## config.mk

```make
export PLATFORM = sky130hd
export DESIGN_NAME = uart_tx_sched
export DESIGN_NICKNAME = d
export VERILOG_FILES = /design/src/rtl/uart_ctrl_pkg.sv /design/src/rtl/rr_arbiter.sv /design/src/rtl/uart_tx_sched.sv
export SDC_FILE = /design/constraint.sdc
export NUM_CORES = 1
export LEC_CHECK = 0
export ABC_CLOCK_PERIOD_IN_PS = 2400
export CAP_MARGIN = 25
export CORE_ASPECT_RATIO = 1.1
export CORE_MARGIN = 4
export CORE_UTILIZATION = 38
export DETAILED_ROUTE_END_ITERATION = 12
export HOLD_SLACK_MARGIN = 0.15
export MAX_ROUTING_LAYER = met4
export PLACE_DENSITY = 0.7
export SETUP_SLACK_MARGIN = 0.1
export SLEW_MARGIN = 10
export SYNTH_ARGS = -nofsm -noshare
export SYNTH_HDL_FRONTEND = slang
export SYNTH_SLANG_ARGS = --single-unit
export TNS_END_PERCENT = 20
```

## constraint.sdc

```tcl
create_clock -name sys_clk_i -period 2.4 [get_ports sys_clk_i]
set_input_delay 0.36 -clock sys_clk_i [delete_from_list [all_inputs] [get_ports sys_clk_i]]
set_output_delay 0.36 -clock sys_clk_i [all_outputs]
set_load 0.005 [all_outputs]
```

## src/rtl/uart_ctrl_pkg.sv

```systemverilog
// Shared types and helpers for the UART control blocks.
package uart_ctrl_pkg;

   localparam int unsigned UART_DATA_W = 8;
   localparam int unsigned MAX_REQ     = 8;

   typedef enum logic [1:0] {
      IDLE      = 2'd0,
      ISSUE     = 2'd1,
      WAIT_ACK  = 2'd2,
      WAIT_DONE = 2'd3
   } tx_sched_state_t;

   // Index of the set bit in a one-hot vector of up to MAX_REQ bits.
   function automatic logic [2:0] onehot_to_idx(input logic [MAX_REQ-1:0] oh);
      logic [2:0] idx;
      idx = '0;
      for (int unsigned i = 0; i < MAX_REQ; i++) begin
         if (oh[i]) idx = idx | 3'(i);
      end
      return idx;
   endfunction

endpackage

```

## src/rtl/rr_arbiter.sv

```systemverilog
// Combinational round-robin picker: searches upward from last+1, wrapping.
module rr_arbiter #(
   parameter  int unsigned N  = 4,
   localparam int unsigned IW = (N > 1) ? $clog2(N) : 1
) (
   input  logic [N-1:0]  req,
   input  logic [IW-1:0] last,
   output logic [N-1:0]  gnt,
   output logic          any
);

   always_comb begin
      logic found;
      found = 1'b0;
      gnt   = '0;
      any   = |req;
      for (int unsigned off = 1; off <= N; off++) begin
         int unsigned idx;
         idx = (32'(last) + off) % N;
         if (!found && req[IW'(idx)]) begin
            gnt[IW'(idx)] = 1'b1;
            found         = 1'b1;
         end
      end
   end

endmodule

```

## src/rtl/uart_tx_sched.sv

```systemverilog
// Round-robin scheduler sharing one UART transmitter among NUM_REQ byte streams;
// a grant lasts one message (req_last_i) or MAX_BURST bytes.
module uart_tx_sched
   import uart_ctrl_pkg::*;
#(
   parameter int unsigned NUM_REQ     = 4,
   parameter int unsigned MAX_BURST   = 16,
   parameter int unsigned ACK_TIMEOUT = 64
) (
   input  logic                           sys_clk_i,
   input  logic                           sys_rst_ni,
   input  logic [NUM_REQ-1:0]             req_valid_i,
   input  logic [UART_DATA_W*NUM_REQ-1:0] req_data_i,
   input  logic [NUM_REQ-1:0]             req_last_i,
   output logic [NUM_REQ-1:0]             req_ready_o,
   output logic [NUM_REQ-1:0]             grant_o,
   output logic                           uart_wr_o,
   output logic [UART_DATA_W-1:0]         uart_dat_o,
   input  logic                           uart_busy_i,
   output logic                           err_o
);

   localparam int unsigned IDX_W = $clog2(NUM_REQ);
   localparam int unsigned CNT_W = 8;

   tx_sched_state_t        state_q, state_d;
   logic [NUM_REQ-1:0]     grant_q, grant_d;
   logic [IDX_W-1:0]       last_q, last_d;
   logic [CNT_W-1:0]       burst_q, burst_d;
   logic [CNT_W-1:0]       tmo_q, tmo_d;
   logic [UART_DATA_W-1:0] dat_q, dat_d;
   logic                   wr_q, wr_d;
   logic                   err_q, err_d;
   logic                   msg_last_q, msg_last_d;

   logic [NUM_REQ-1:0]     arb_gnt;
   logic                   arb_any;
   logic [IDX_W-1:0]       gnt_idx;
   logic                   owner_valid;
   logic                   owner_last;
   logic [UART_DATA_W-1:0] owner_byte;
   logic                   ready_c;

   rr_arbiter #(.N(NUM_REQ)) u_arb (
      .req  (req_valid_i),
      .last (last_q),
      .gnt  (arb_gnt),
      .any  (arb_any)
   );

   assign gnt_idx = IDX_W'(onehot_to_idx(MAX_REQ'(grant_q)));

   // Select the current owner's valid, last and byte.
   always_comb begin
      owner_valid = 1'b0;
      owner_last  = 1'b0;
      owner_byte  = '0;
      for (int unsigned i = 0; i < NUM_REQ; i++) begin
         if (grant_q[i]) begin
            owner_valid = req_valid_i[i];
            owner_last  = req_last_i[i];
            owner_byte  = req_data_i[i*UART_DATA_W +: UART_DATA_W];
         end
      end
   end

   assign ready_c     = (state_q == ISSUE) && !uart_busy_i;
   assign req_ready_o = ready_c ? grant_q : '0;

   always_comb begin
      state_d    = state_q;
      grant_d    = grant_q;
      last_d     = last_q;
      burst_d    = burst_q;
      tmo_d      = tmo_q;
      dat_d      = dat_q;
      wr_d       = 1'b0;
      err_d      = 1'b0;
      msg_last_d = msg_last_q;
      unique case (state_q)
         IDLE: begin
            if (arb_any) begin
               grant_d = arb_gnt;
               burst_d = '0;
               state_d = ISSUE;
            end
         end
         ISSUE: begin
            if (ready_c && owner_valid) begin
               dat_d      = owner_byte;
               wr_d       = 1'b1;
               burst_d    = burst_q + CNT_W'(1);
               msg_last_d = owner_last;
               tmo_d      = '0;
               state_d    = WAIT_ACK;
            end else if (!owner_valid) begin
               grant_d = '0;
               last_d  = gnt_idx;
               state_d = IDLE;
            end
         end
         // Only a high busy acknowledges; it wins over a coincident timeout.
         WAIT_ACK: begin
            if (uart_busy_i) begin
               state_d = WAIT_DONE;
            end else if (tmo_q == CNT_W'(ACK_TIMEOUT - 1)) begin
               err_d   = 1'b1;
               grant_d = '0;
               last_d  = gnt_idx;
               state_d = IDLE;
            end else begin
               tmo_d = tmo_q + CNT_W'(1);
            end
         end
         WAIT_DONE: begin
            if (!uart_busy_i) begin
               if (msg_last_q || (burst_q == CNT_W'(MAX_BURST))) begin
                  grant_d = '0;
                  last_d  = gnt_idx;
                  state_d = IDLE;
               end else begin
                  state_d = ISSUE;
               end
            end
         end
         default: state_d = IDLE;
      endcase
   end

   always_ff @(posedge sys_clk_i) begin
      if (!sys_rst_ni) begin
         state_q    <= IDLE;
         grant_q    <= '0;
         last_q     <= IDX_W'(NUM_REQ - 1);
         burst_q    <= '0;
         tmo_q      <= '0;
         dat_q      <= '0;
         wr_q       <= 1'b0;
         err_q      <= 1'b0;
         msg_last_q <= 1'b0;
      end else begin
         state_q    <= state_d;
         grant_q    <= grant_d;
         last_q     <= last_d;
         burst_q    <= burst_d;
         tmo_q      <= tmo_d;
         dat_q      <= dat_d;
         wr_q       <= wr_d;
         err_q      <= err_d;
         msg_last_q <= msg_last_d;
      end
   end

   assign grant_o    = grant_q;
   assign uart_wr_o  = wr_q;
   assign uart_dat_o = dat_q;
   assign err_o      = err_q;

endmodule

```

==> results of run 1 <==
final cells by class:
type	instances	area, µm²	share of cell area
repair buffers	74	705.7	0.2367
inverters	7	26.28	0.008812
clock buffers	5	68.82	0.02308
clock inverters	3	23.77	0.007973
flip-flops and latches	35	701.9	0.2354
multi-input cells	194	1361	0.4566
well taps	75	93.84	0.03147
through the flow:
stage / power [µW] / std cells / util
CTS: 2282 / 393 / 0.5446
global placement: 1814 / 385 / 0.5275
floorplan: 1436 / 250 / -
finish: 2253 / 393 / 0.5456
detailed placement: 1832 / 385 / 0.5275
global route: 2437 / 393 / 0.5456
cells by family after synthesis:
group                    after synthesis  share of synthesized area
AO/OA/AOI/OAI                         70                     0.2403
XOR/XNOR                               7                    0.02837
adder cells (fa/ha/maj)               11                    0.06369
buffers and inverters                 21                    0.04806
flip-flops                            35                     0.3243
multiplexers                           4                    0.03590
AND/OR/NAND/NOR                      102                     0.2594
synth_stat cells, types with 4 or more instances:
library cell  instances  share of area
clkbuf_1              6          0.010
or3_1                12          0.035
nor3_1                9          0.021
o21ai_0               4         0.0093
o22ai_1              10          0.029
inv_1                 7          0.012
a221o_1               5          0.023
ha_1                 11          0.064
buf_2                 5          0.012
a221oi_1             15          0.061
nand3_1               6          0.014
dfxtp_1              35           0.32
xor2_1                6          0.024
nand4_1               5          0.014
nor2b_1               7          0.020
nand2_1              23          0.040
nor2_1               14          0.024
a21oi_1              19          0.044
and2_1                4          0.012
report_power, final:
part	switching (µW)	internal, µW
Sequential	63.4	644
Combinational	553	551
Clock	233	207
Total	850	1400
registers in the layout, indices dropped and copies added (netlist names):
name	count
uart_dat_o	8
grant_o	4
msg_last_q	1
burst_q	8
tmo_q	8
state_q	2
uart_wr_o	1
last_q	2
err_o	1
worst register-to-register path, cell delays in order, from the launching register on:
cell	delay, ps
dfxtp_1	340
inv_1	100
ha_1	150
or4b_1	450
o221a_1	340
a21oi_2	140
a21oi_2	90
a221o_1	350
how the worst min path moves through the flow:
| stage | startpoint | end | slack, ps |
|---|---|---|---|
| after floorplan | msg_last_q | msg_last_q | 440 |
| after global placement | uart_dat_o[3] | uart_dat_o[3] | 440 |
| after detailed placement | uart_dat_o[7] | uart_dat_o[7] | 450 |
| after CTS | uart_dat_o[7] | uart_dat_o[7] | 460 |
| after global routing | uart_dat_o[1] | uart_dat_o[1] | 470 |
| final | uart_dat_o[0] | uart_dat_o[0] | 450 |
layer usage:
metal  global-route usage  vias to the layer above  wire length, µm  part of all wire
met5                    -                        -                0                 0
met4              0.04916                        0               62             0.011
met3              0.03830                        5              251             0.044
met2               0.3005                       47             2916              0.51
met1               0.2075                      991             2523              0.44
li1                     -                     1092                -                 -
==> flow_summary.yaml, run 1 <==
sta:
  slew_headroom: 0.6921
  fin_crit_ps: 2176
  hold_violations: 0
  setup_viol: 0
  finalCritPeriodShare: 0.9069
  drv_slew: 0
  worst_slew_pin_slew_ps: 461.9
  layout_setup_ws_ps: 223.5
  final.setup.tns_ps: 0
  fmaxAchievable_mhz: 459.5
  skew_ps: 4.612
  rsz0062_at_grt: "yes"
  timing.hold.ws_ps: 453.5
logic_synthesis:
  synth.avg_cell_area_um2: 8.643
  synth_seq_cells: 35
  ys_seq_area_frac: 0.3243
  synth_cell_types: 51
  syn_area_um2: 2161
  synth-main-ff-cell: "dfxtp_1"
  async_flop_share: 0
  ys_warn_count: 0
  syn_nets: 304
  netlist_instances: 250
  synth_edf_count: 0
floorplanning:
  row_count: 28
  die_x_um: 79.90
  die_h_um: 87.09
  ios: 61
  initial_core_util: 0.3954
  core_area_um2: 5465
  die_area_um2: 6958
grt:
  grt_pass1_vias: 2070
  antenna_found_initial: 0
  grt_max_degree: 23
  grt_usage: 0.1758
  grt-ovfl-total: 0
  grt_pass1_wl_um: 9446
finish:
  area_growth_syn_to_layout_pct: 37.98
  diodes: 0
  final_common_cell: "clkdlybuf4s50_1"
  fin_area_um2: 2982
  layout-drive-gt1-share: 0.1226
  fillers: 555
  fin_nets: 371
  mostFrequentLayoutCells: "60 x clkdlybuf4s50_1, 34 x dfxtp_1, 23 x nand2_1"
worst_setup_path:
  critPathBufInv: 2
  critPathLaunch: "grant_o[3]"
  critPathKind: "reg -> out"
  cp.depth: 3
  cp.required_ps: 2040
  slowest_delay_ps: 600
  end_kind: "primary output"
  crit_path_cell_trace: "inv_1, nor4_1, clkdlybuf4s50_1"
  endpoint: "req_ready_o[3]"
  worst_path_dominant_cell_family: "buffers and inverters"
  regToRegStartpoint: "burst_q[0]"
  crit_fanout: 6
  cp.arrival_ps: 1820
  r2r_cells: 7
  rrSetupSlack_ps: 340
  cp_slowest_cell: "clkdlybuf4s50_1"
  start_kind: "register"
  rr_endpoint: "grant_o[1]"
cts:
  cts_buffers: 5
  clock-sinks: 35
  cts_resized: 1
  clock_latency_ps: 290
  clkTransAtPathRegs_ps: 70
  cts_tree: "yes"
  cts_setup_buffers: 0
  cts_buffer_depth: 2
  htreeDepth: 2
  cts_hold_buf: 0
  clockRootBuffer: "clkbuf_8"
placement:
  dpl.hpwl_um: 4458
  io_buffer_count: 60
  dp_slack_ps: 60.47
  gp_congestion: 0.8275
  place_area_um2: 2883
worst_hold_path:
  hold_path.class: "reg -> reg"
  holdPathStages: 2
routing:
  firstDrtPassIters: 4
  routedWlPerCell_um: 14.64
  vias_per_cell: 5.433
  drc_errors: 0
  vias: 2135
  wl_um: 5753
  postRouteAntennaNets: 0
  drtIter0Drc: 105
status:
  status: "finished, final reports clean"
pwr:
  p_per_area_nw_per_um2: 755.5
  p_leak_uw: 0.001057
  irDropWorstVdd_v: 0.0003814
job:
  maxCapViolCount: 0
(Power assumes the default switching activity.)
==> run 2: changes to the inputs <==
--- a/config.mk
+++ b/config.mk
@@ -10,8 +10,9 @@
 export CORE_ASPECT_RATIO = 1.1
 export CORE_MARGIN = 4
 export CORE_UTILIZATION = 38
+export CTS_CLUSTER_DIAMETER = 50
 export DETAILED_ROUTE_END_ITERATION = 12
-export HOLD_SLACK_MARGIN = 0.15
+export HOLD_SLACK_MARGIN = 0.06
 export MAX_ROUTING_LAYER = met4
 export PLACE_DENSITY = 0.7
 export SETUP_SLACK_MARGIN = 0.1
==> results of run 2 <==
No change in the layout: final DEF, timing and power equal those of run 1.
==> run 3: changes to the inputs <==
--- a/config.mk
+++ b/config.mk
@@ -10,12 +10,14 @@
 export CORE_ASPECT_RATIO = 1.1
 export CORE_MARGIN = 4
 export CORE_UTILIZATION = 38
+export CTS_BUF_LIST = sky130_fd_sc_hd__clkbuf_4 sky130_fd_sc_hd__clkbuf_8 sky130_fd_sc_hd__clkbuf_16
 export CTS_CLUSTER_DIAMETER = 50
 export DETAILED_ROUTE_END_ITERATION = 12
 export HOLD_SLACK_MARGIN = 0.06
 export MAX_ROUTING_LAYER = met4
 export PLACE_DENSITY = 0.7
 export SETUP_SLACK_MARGIN = 0.1
+export SKIP_CTS_REPAIR_TIMING = 1
 export SLEW_MARGIN = 10
 export SYNTH_ARGS = -nofsm -noshare
 export SYNTH_HDL_FRONTEND = slang
==> results of run 3 <==
No change in the layout: final DEF, timing and power equal those of run 1.
